`config.mk`:
```
export PLATFORM = sky130hd
export DESIGN_NAME = memory_stage
export DESIGN_NICKNAME = d
export VERILOG_FILES = /design/src/rtl/memory_stage_pkg.sv /design/src/rtl/memory_stage_align.sv /design/src/rtl/memory_stage.sv
export SDC_FILE = /design/constraint.sdc
export NUM_CORES = 1
export LEC_CHECK = 0
export ABC_AREA = 1
export CAP_MARGIN = 10
export CELL_PAD_IN_SITES_DETAIL_PLACEMENT = 1
export CELL_PAD_IN_SITES_GLOBAL_PLACEMENT = 2
export CORE_MARGIN = 10
export CORE_UTILIZATION = 22
export CTS_CLUSTER_DIAMETER = 150
export CTS_CLUSTER_SIZE = 30
export DETAILED_ROUTE_END_ITERATION = 12
export GPL_ROUTABILITY_DRIVEN = 1
export PLACE_DENSITY = 0.87
export RECOVER_POWER = 100
export SLEW_MARGIN = 5
export SYNTH_ARGS = -nofsm -noshare
export SYNTH_HDL_FRONTEND = slang
export SYNTH_HIERARCHICAL = 1
export SYNTH_SLANG_ARGS = --single-unit
```
`constraint.sdc`:
```
create_clock -name clk -period 3.7 [get_ports clk]
set_clock_uncertainty 0.1 [all_clocks]
set_input_delay 0.37 -clock clk [delete_from_list [all_inputs] [get_ports clk]]
set_output_delay 0.37 -clock clk [all_outputs]
set_load 0.03 [all_outputs]
```
`src/rtl/memory_stage_pkg.sv`:
```
// Shared types for the MEM stage: pipeline payloads, data-bus structs and FSM states.
// MEM_MISALIGN_EXC_EN uses the misaligned cause codes defined here.
package memory_stage_pkg;

    typedef enum logic [1:0] {IDLE, REQ, HOLD} mem_state_t;

    localparam logic [1:0] MSIZE_B = 2'd0;
    localparam logic [1:0] MSIZE_H = 2'd1;
    localparam logic [1:0] MSIZE_W = 2'd2;
    localparam logic [1:0] MSIZE_D = 2'd3;

    localparam logic [4:0] CAUSE_LOAD_MISALIGNED  = 5'd4;
    localparam logic [4:0] CAUSE_STORE_MISALIGNED = 5'd6;

    typedef struct packed {
        logic       memread;
        logic       memwrite;
        logic [1:0] msize;
        logic       msigned;
        logic       exception;
        logic [4:0] cause;
    } control_t;

    typedef struct packed {
        logic [63:0] result;
        logic [63:0] rs2;
        logic [63:0] pc;
        logic [4:0]  dst;
        control_t    ctl;
        logic        is_bubble;
    } execute_data_t;

    typedef struct packed {
        logic [63:0] result;
        logic [63:0] pc;
        logic [4:0]  dst;
        control_t    ctl;
        logic        is_bubble;
    } memory_data_t;

    typedef struct packed {
        logic        valid;
        logic [63:0] addr;
        logic [1:0]  size;
        logic [7:0]  strobe;
        logic [63:0] data;
    } dbus_req_t;

    typedef struct packed {
        logic        addr_ok;
        logic        data_ok;
        logic [63:0] data;
    } dbus_resp_t;

    // Byte-lane mask of an access before it is shifted to its offset.
    function automatic logic [7:0] size_mask(input logic [1:0] msize);
        case (msize)
            MSIZE_B: size_mask = 8'h01;
            MSIZE_H: size_mask = 8'h03;
            MSIZE_W: size_mask = 8'h0F;
            default: size_mask = 8'hFF;
        endcase
    endfunction

endpackage

```
`src/rtl/memory_stage_align.sv`:
```
// Combinational lane steering: store strobe/data shift and load extract/extend.
module mem_align
    import memory_stage_pkg::*;
(
    input  logic [1:0]  msize_i,
    input  logic        msigned_i,
    input  logic [2:0]  offset_i,
    input  logic [63:0] store_data_i,
    input  logic [63:0] load_data_i,
    output logic [7:0]  strobe_o,
    output logic [63:0] wdata_o,
    output logic [63:0] rdata_o
);
    logic [5:0]  shamt;
    logic [63:0] raw;

    always_comb begin
        shamt    = {offset_i, 3'b000};
        strobe_o = size_mask(msize_i) << offset_i;
        wdata_o  = store_data_i << shamt;
        raw      = load_data_i >> shamt;
        case (msize_i)
            MSIZE_B: rdata_o = msigned_i ? {{56{raw[7]}},  raw[7:0]}  : {56'd0, raw[7:0]};
            MSIZE_H: rdata_o = msigned_i ? {{48{raw[15]}}, raw[15:0]} : {48'd0, raw[15:0]};
            MSIZE_W: rdata_o = msigned_i ? {{32{raw[31]}}, raw[31:0]} : {32'd0, raw[31:0]};
            default: rdata_o = raw;
        endcase
    end
endmodule

```
`src/rtl/memory_stage.sv`:
```
// MEM pipeline stage: one data-bus transaction per memory instruction, load alignment,
// Dwait bubble request. Define MEM_MISALIGN_EXC_EN to trap misaligned accesses.
module memory_stage
    import memory_stage_pkg::*;
#(
    parameter int               XLEN     = 64,
    parameter logic [XLEN-1:0]  RESET_PC = 64'h8000_0000
) (
    input  logic          clk,
    input  logic          reset,
    input  execute_data_t dataE_in,
    input  logic          stall_in,
    output dbus_req_t     dreq,
    input  dbus_resp_t    dresp,
    output memory_data_t  dataM_out,
    output memory_data_t  last_dataM,
    output logic          Dwait
);
    mem_state_t   state_q, state_d;
    logic [63:0]  capt_q;
    memory_data_t last_q;

    logic        mem_op, misaligned, bus_op, resp_ok;
    logic [2:0]  offset;
    logic [7:0]  align_strobe;
    logic [63:0] align_wdata, load_ext;
    logic        unused_addr_ok;

    assign unused_addr_ok = dresp.addr_ok;
    assign offset = dataE_in.result[2:0];
    assign mem_op = !dataE_in.is_bubble && (dataE_in.ctl.memread || dataE_in.ctl.memwrite);

`ifdef MEM_MISALIGN_EXC_EN
    always_comb begin
        case (dataE_in.ctl.msize)
            MSIZE_B: misaligned = 1'b0;
            MSIZE_H: misaligned = offset[0];
            MSIZE_W: misaligned = |offset[1:0];
            default: misaligned = |offset;
        endcase
    end
`else
    assign misaligned = 1'b0;
`endif

    assign bus_op  = mem_op && !misaligned;
    // Gating with the live request keeps a stale data_ok from an abandoned access harmless.
    assign resp_ok = dreq.valid && dresp.data_ok;
    assign Dwait   = bus_op && (state_q != HOLD) && !resp_ok;

    mem_align u_align (
        .msize_i      (dataE_in.ctl.msize),
        .msigned_i    (dataE_in.ctl.msigned),
        .offset_i     (offset),
        .store_data_i (dataE_in.rs2),
        .load_data_i  (resp_ok ? dresp.data : capt_q),
        .strobe_o     (align_strobe),
        .wdata_o      (align_wdata),
        .rdata_o      (load_ext)
    );

    always_comb begin
        dreq        = '0;
        dreq.valid  = reset && bus_op && (state_q != HOLD);
        dreq.addr   = {dataE_in.result[XLEN-1:3], 3'b000};
        dreq.size   = dataE_in.ctl.msize;
        dreq.strobe = dataE_in.ctl.memwrite ? align_strobe : 8'h00;
        dreq.data   = align_wdata;
    end

    always_comb begin
        state_d = state_q;
        case (state_q)
            IDLE: if (bus_op) state_d = resp_ok ? (stall_in ? HOLD : IDLE) : REQ;
            REQ:  if (resp_ok) state_d = stall_in ? HOLD : IDLE;
            HOLD: if (!stall_in) state_d = IDLE;
            default: state_d = IDLE;
        endcase
    end

    always_comb begin
        dataM_out               = '0;
        dataM_out.pc            = dataE_in.pc;
        dataM_out.dst           = dataE_in.dst;
        dataM_out.ctl           = dataE_in.ctl;
        dataM_out.ctl.exception = 1'b0;
        dataM_out.result        = dataE_in.ctl.memread ? load_ext : dataE_in.result;
        dataM_out.is_bubble     = dataE_in.is_bubble || Dwait;
`ifdef MEM_MISALIGN_EXC_EN
        if (mem_op && misaligned) begin
            dataM_out.ctl.exception = 1'b1;
            dataM_out.ctl.cause     = dataE_in.ctl.memread ? CAUSE_LOAD_MISALIGNED
                                                           : CAUSE_STORE_MISALIGNED;
            dataM_out.result        = dataE_in.result;
        end
`endif
    end

    always_ff @(posedge clk or negedge reset) begin
        if (!reset) begin
            state_q          <= IDLE;
            capt_q           <= '0;
            last_q           <= '0;
            last_q.pc        <= RESET_PC;
            last_q.is_bubble <= 1'b1;
        end else begin
            state_q <= state_d;
            if (resp_ok) capt_q <= dresp.data;
            if (!Dwait && !stall_in) last_q <= dataM_out;
        end
    end

    assign last_dataM = last_q;
endmodule

```
==> results_dict.tcl <==
set metrics [dict create \
    die_height_um 273 \
    worst-path-max-fanout 12 \
    synthTopCellsByArea "dfrtp_1 37%, nand2_1 21%, nand3_1 9.1%" \
    clock_sinks 210 \
    finalHoldViolCount 0 \
    grt_pass1_vias 17600 \
    holdPathStages 3 \
    viasPerCell 4.71 \
    clk_pin_slew_ns 0.14 \
    p_leak_nw 10.8 \
    status "completed" \
    maxCapViolCount 0 \
    die_x_um 273 \
    wl_um 85700 \
    cts_tree "built" \
    antenna_found_initial 6 \
    hold_start "dresp[53]" \
    synth_largest_area_cell "dfrtp_1" \
    synth.top_cell.area_share_pct 37.0 \
    setup_viol 0 \
    peakVddDrop_mv 0.247 \
    dp_hpwl_um 67100 \
    cts-root-buf "clkbuf_16" \
    ys_seq_area_share_pct 37.4 \
    critPathSlowestCell "clkdlybuf4s50_1" \
    overflow 0 \
    grt_pass1_wl_um 121000 \
    dieArea_mm2 0.0745 \
    cts_inserted_buffers 11 \
    r2r-end "last_dataM[128]" \
    slew_headroom_pct 21.0 \
    cpMostUsedCell "buf_12" \
    grt_max_degree 114 \
    vias 16100 \
    place.gp.congestion 0.913 \
    power_density_mw_per_mm2 375 \
    endpoint_kind "primary output" \
    drive_gt1_share_pct 15.8 \
    synth_area_mm2 0.0141 \
    fin_cells 3413 \
    globalRouteMet2Util_pct 38.6 \
    ys_ff_latch 210 \
    clk_latency_ns 0.49 \
    drtAntennaViolNets 0 \
    cp.arrival_ns 3.18 \
    regToRegSetupSlack_ns 0.68 \
    wire_per_inst_um 25.1 \
    use_met3_pct 5.57 \
    initial_utilization_pct 22.3 \
    avgSynthCellArea_um2 7.03 \
    max_freq_mhz 274 \
    r2r-start "state_q[0]" \
    finalPower_w 0.00854 \
    top_usage_layer "met2" \
    ys_warn_count 6 \
    slew_violations 0 \
    layout_min_cycle_time_ns 3.65 \
    start_kind "input pin" \
    firstDrtPassIters 5 \
    h-tree-depth 1 \
    port_buffers 700 \
    r2r_cells 20 \
    route.detailed.drc 0 \
    area_growth_pct 61.8 \
    core_mm2 0.0632 \
    synth.distinct_cells 29 \
    min_to "capt_q[53]" \
    synthCells 2001 \
    grt_util_met1_pct 24.7 \
    period_share_pct 98.5 \
    grt_usage_pct 21.4 \
    placementRows 92 \
    drt-initial-drc-count 941 \
    max_stage_delay_ns 0.45 \
    rsz0062_at_grt "yes" \
    crit_type "input pin to primary output" \
    fin_nets 2843 \
    worst_slew_pin_slew_ns 1.19 \
    path_cells "clkdlybuf4s50_1 > nor2_2 > nor2_2 > nand4_1 > buf_6 > clkinv_8 > buf_12 > nand2_1 > nand2_2 > inv_1 > nand2_1 > nand3_2 > nand3_4 > nand3_4 > buf_12 > clkbuf_16 > nand4_1 > mux2_2 > buf_12" \
    whs_ns 0.309 \
    worstPathRequired_ns 3.23 \
    clockBufferDepth 3 \
    pin_count 708 \
    hold_class "input pin to flop" \
    dp_cells 3374 \
]
==> metrics by stage <==
step / TNS [ns] / setup slack (ns) / utilization, % / area [um^2]
2_1_floorplan: 0 / 0.831 / - / 14100
3_3_place_gp: -1.78 / -0.134 / 34.3 / 21700
3_5_place_dp: -4.70 / -0.195 / 34.3 / 21700
4_1_cts: 0 / 0.000709 / 35.0 / 22100
5_1_grt: -1.42 / -0.0662 / 36.0 / 22800
6_report: 0 / 0.0538 / 36.0 / 22800
==> cells in the mapped netlist (all sizes together) <==
cell and number:
a21oi 14, and2 3, buf 262, clkbuf 31
clkinv 2, conb 1, dfrtp 208, dfstp 2
inv 70, mux2 64, mux2i 26, nand2 807
nand3 255, nand4 33, nor2 62, nor3 2
o211ai 18, o21ai 126, o22ai 9, or2 6
==> registers in the layout (all words and copies together) (netlist names) <==
signal and cells:
capt_q 64, state_q 2, last_dataM 144
==> repair_timing <==
| item | in CTS | in global routing |
|---|---|---|
| cloned | 3 | 5 |
| endpoints found under the hold margin | 40 | 0 |
| setup endpoints to repair | 59 | 62 |
| hold buffers | 1 | 0 |
| pin swaps | 3 | 19 |
| setup buffers | 3 | 12 |
| resized for setup | 12 | 125 |
==> power by group <==
part / internal [W] / switching [W]
clock: 0.000582 / 0.000865
sequential: 0.00264 / 0.000169
combinational: 0.00173 / 0.00255
total: 0.00495 / 0.00359
==> kinds of logic (layout without fill, tap and decap cells) <==
| logic type | Yosys count | count (layout) | share of synthesized area (%) |
|---|---|---|---|
| AO/OA/AOI/OAI | 167 | 167 | 6.39 |
| buffers and inverters | 365 | 925 | 14.9 |
| flip-flops | 210 | 210 | 37.4 |
| multiplexers | 90 | 90 | 6.97 |
| other | 1 | 7 | 0.0267 |
| AND/OR/NAND/NOR | 1168 | 1168 | 34.3 |
==> layer usage <==
metal | share of wire [%] | wire length, um | vias up
met5 | 0.027 | 23 | -
met1 | 40 | 34000 | 8027
met3 | 6.7 | 5760 | 90
met4 | 2.8 | 2360 | 4
li1 | - | - | 7422
met2 | 51 | 43600 | 548
==> final cells by class <==
| class | instances | area, um^2 |
|---|---|---|
| diodes | 2 | 5.00 |
| clock buffers | 12 | 289 |
| clock inverters | 1 | 30.0 |
| fillers | 7539 | 40400 |
| inverters | 72 | 290 |
| multi-input cells | 1430 | 7100 |
| flip-flops and latches | 210 | 5260 |
| well taps | 846 | 1060 |
| repair buffers | 839 | 8730 |
| repair inverters | 1 | 7.51 |
==> critical path: cells and delay by family <==
kind,cells,cell delay (ns)
buffers and inverters,8,1.31
multiplexers,1,0.37
AND/OR/NAND/NOR,10,1.08
==> placed cells by master (no fill, tap or decap), types with 33 or more instances in the layout <==
cell type | Yosys | routed
mux2_2 | 64 | 45
nand3_1 | 255 | 240
dfrtp_1 | 208 | 208
inv_1 | 66 | 62
clkdlybuf4s50_1 | 0 | 607
nor2_1 | 60 | 56
buf_12 | 0 | 58
buf_4 | 163 | 153
nand2_1 | 805 | 770
nand2_2 | 2 | 35
o21ai_0 | 114 | 94
nand4_1 | 33 | 33
==> worst max path at each step <==
stage                 start             end  slack, ns
4_1_cts          state_q[0]  dataM_out[116]     0.0007
3_5_place_dp   dataE_in[10]   dataM_out[85]      -0.19
6_report       dataE_in[10]  dataM_out[142]       0.05
2_1_floorplan  dataE_in[10]  dataM_out[100]       0.83
5_1_grt          state_q[0]  dataM_out[131]      -0.07
3_3_place_gp   dataE_in[10]   dataM_out[81]      -0.13
No activity file was read; power rests on OpenSTA's default activity.
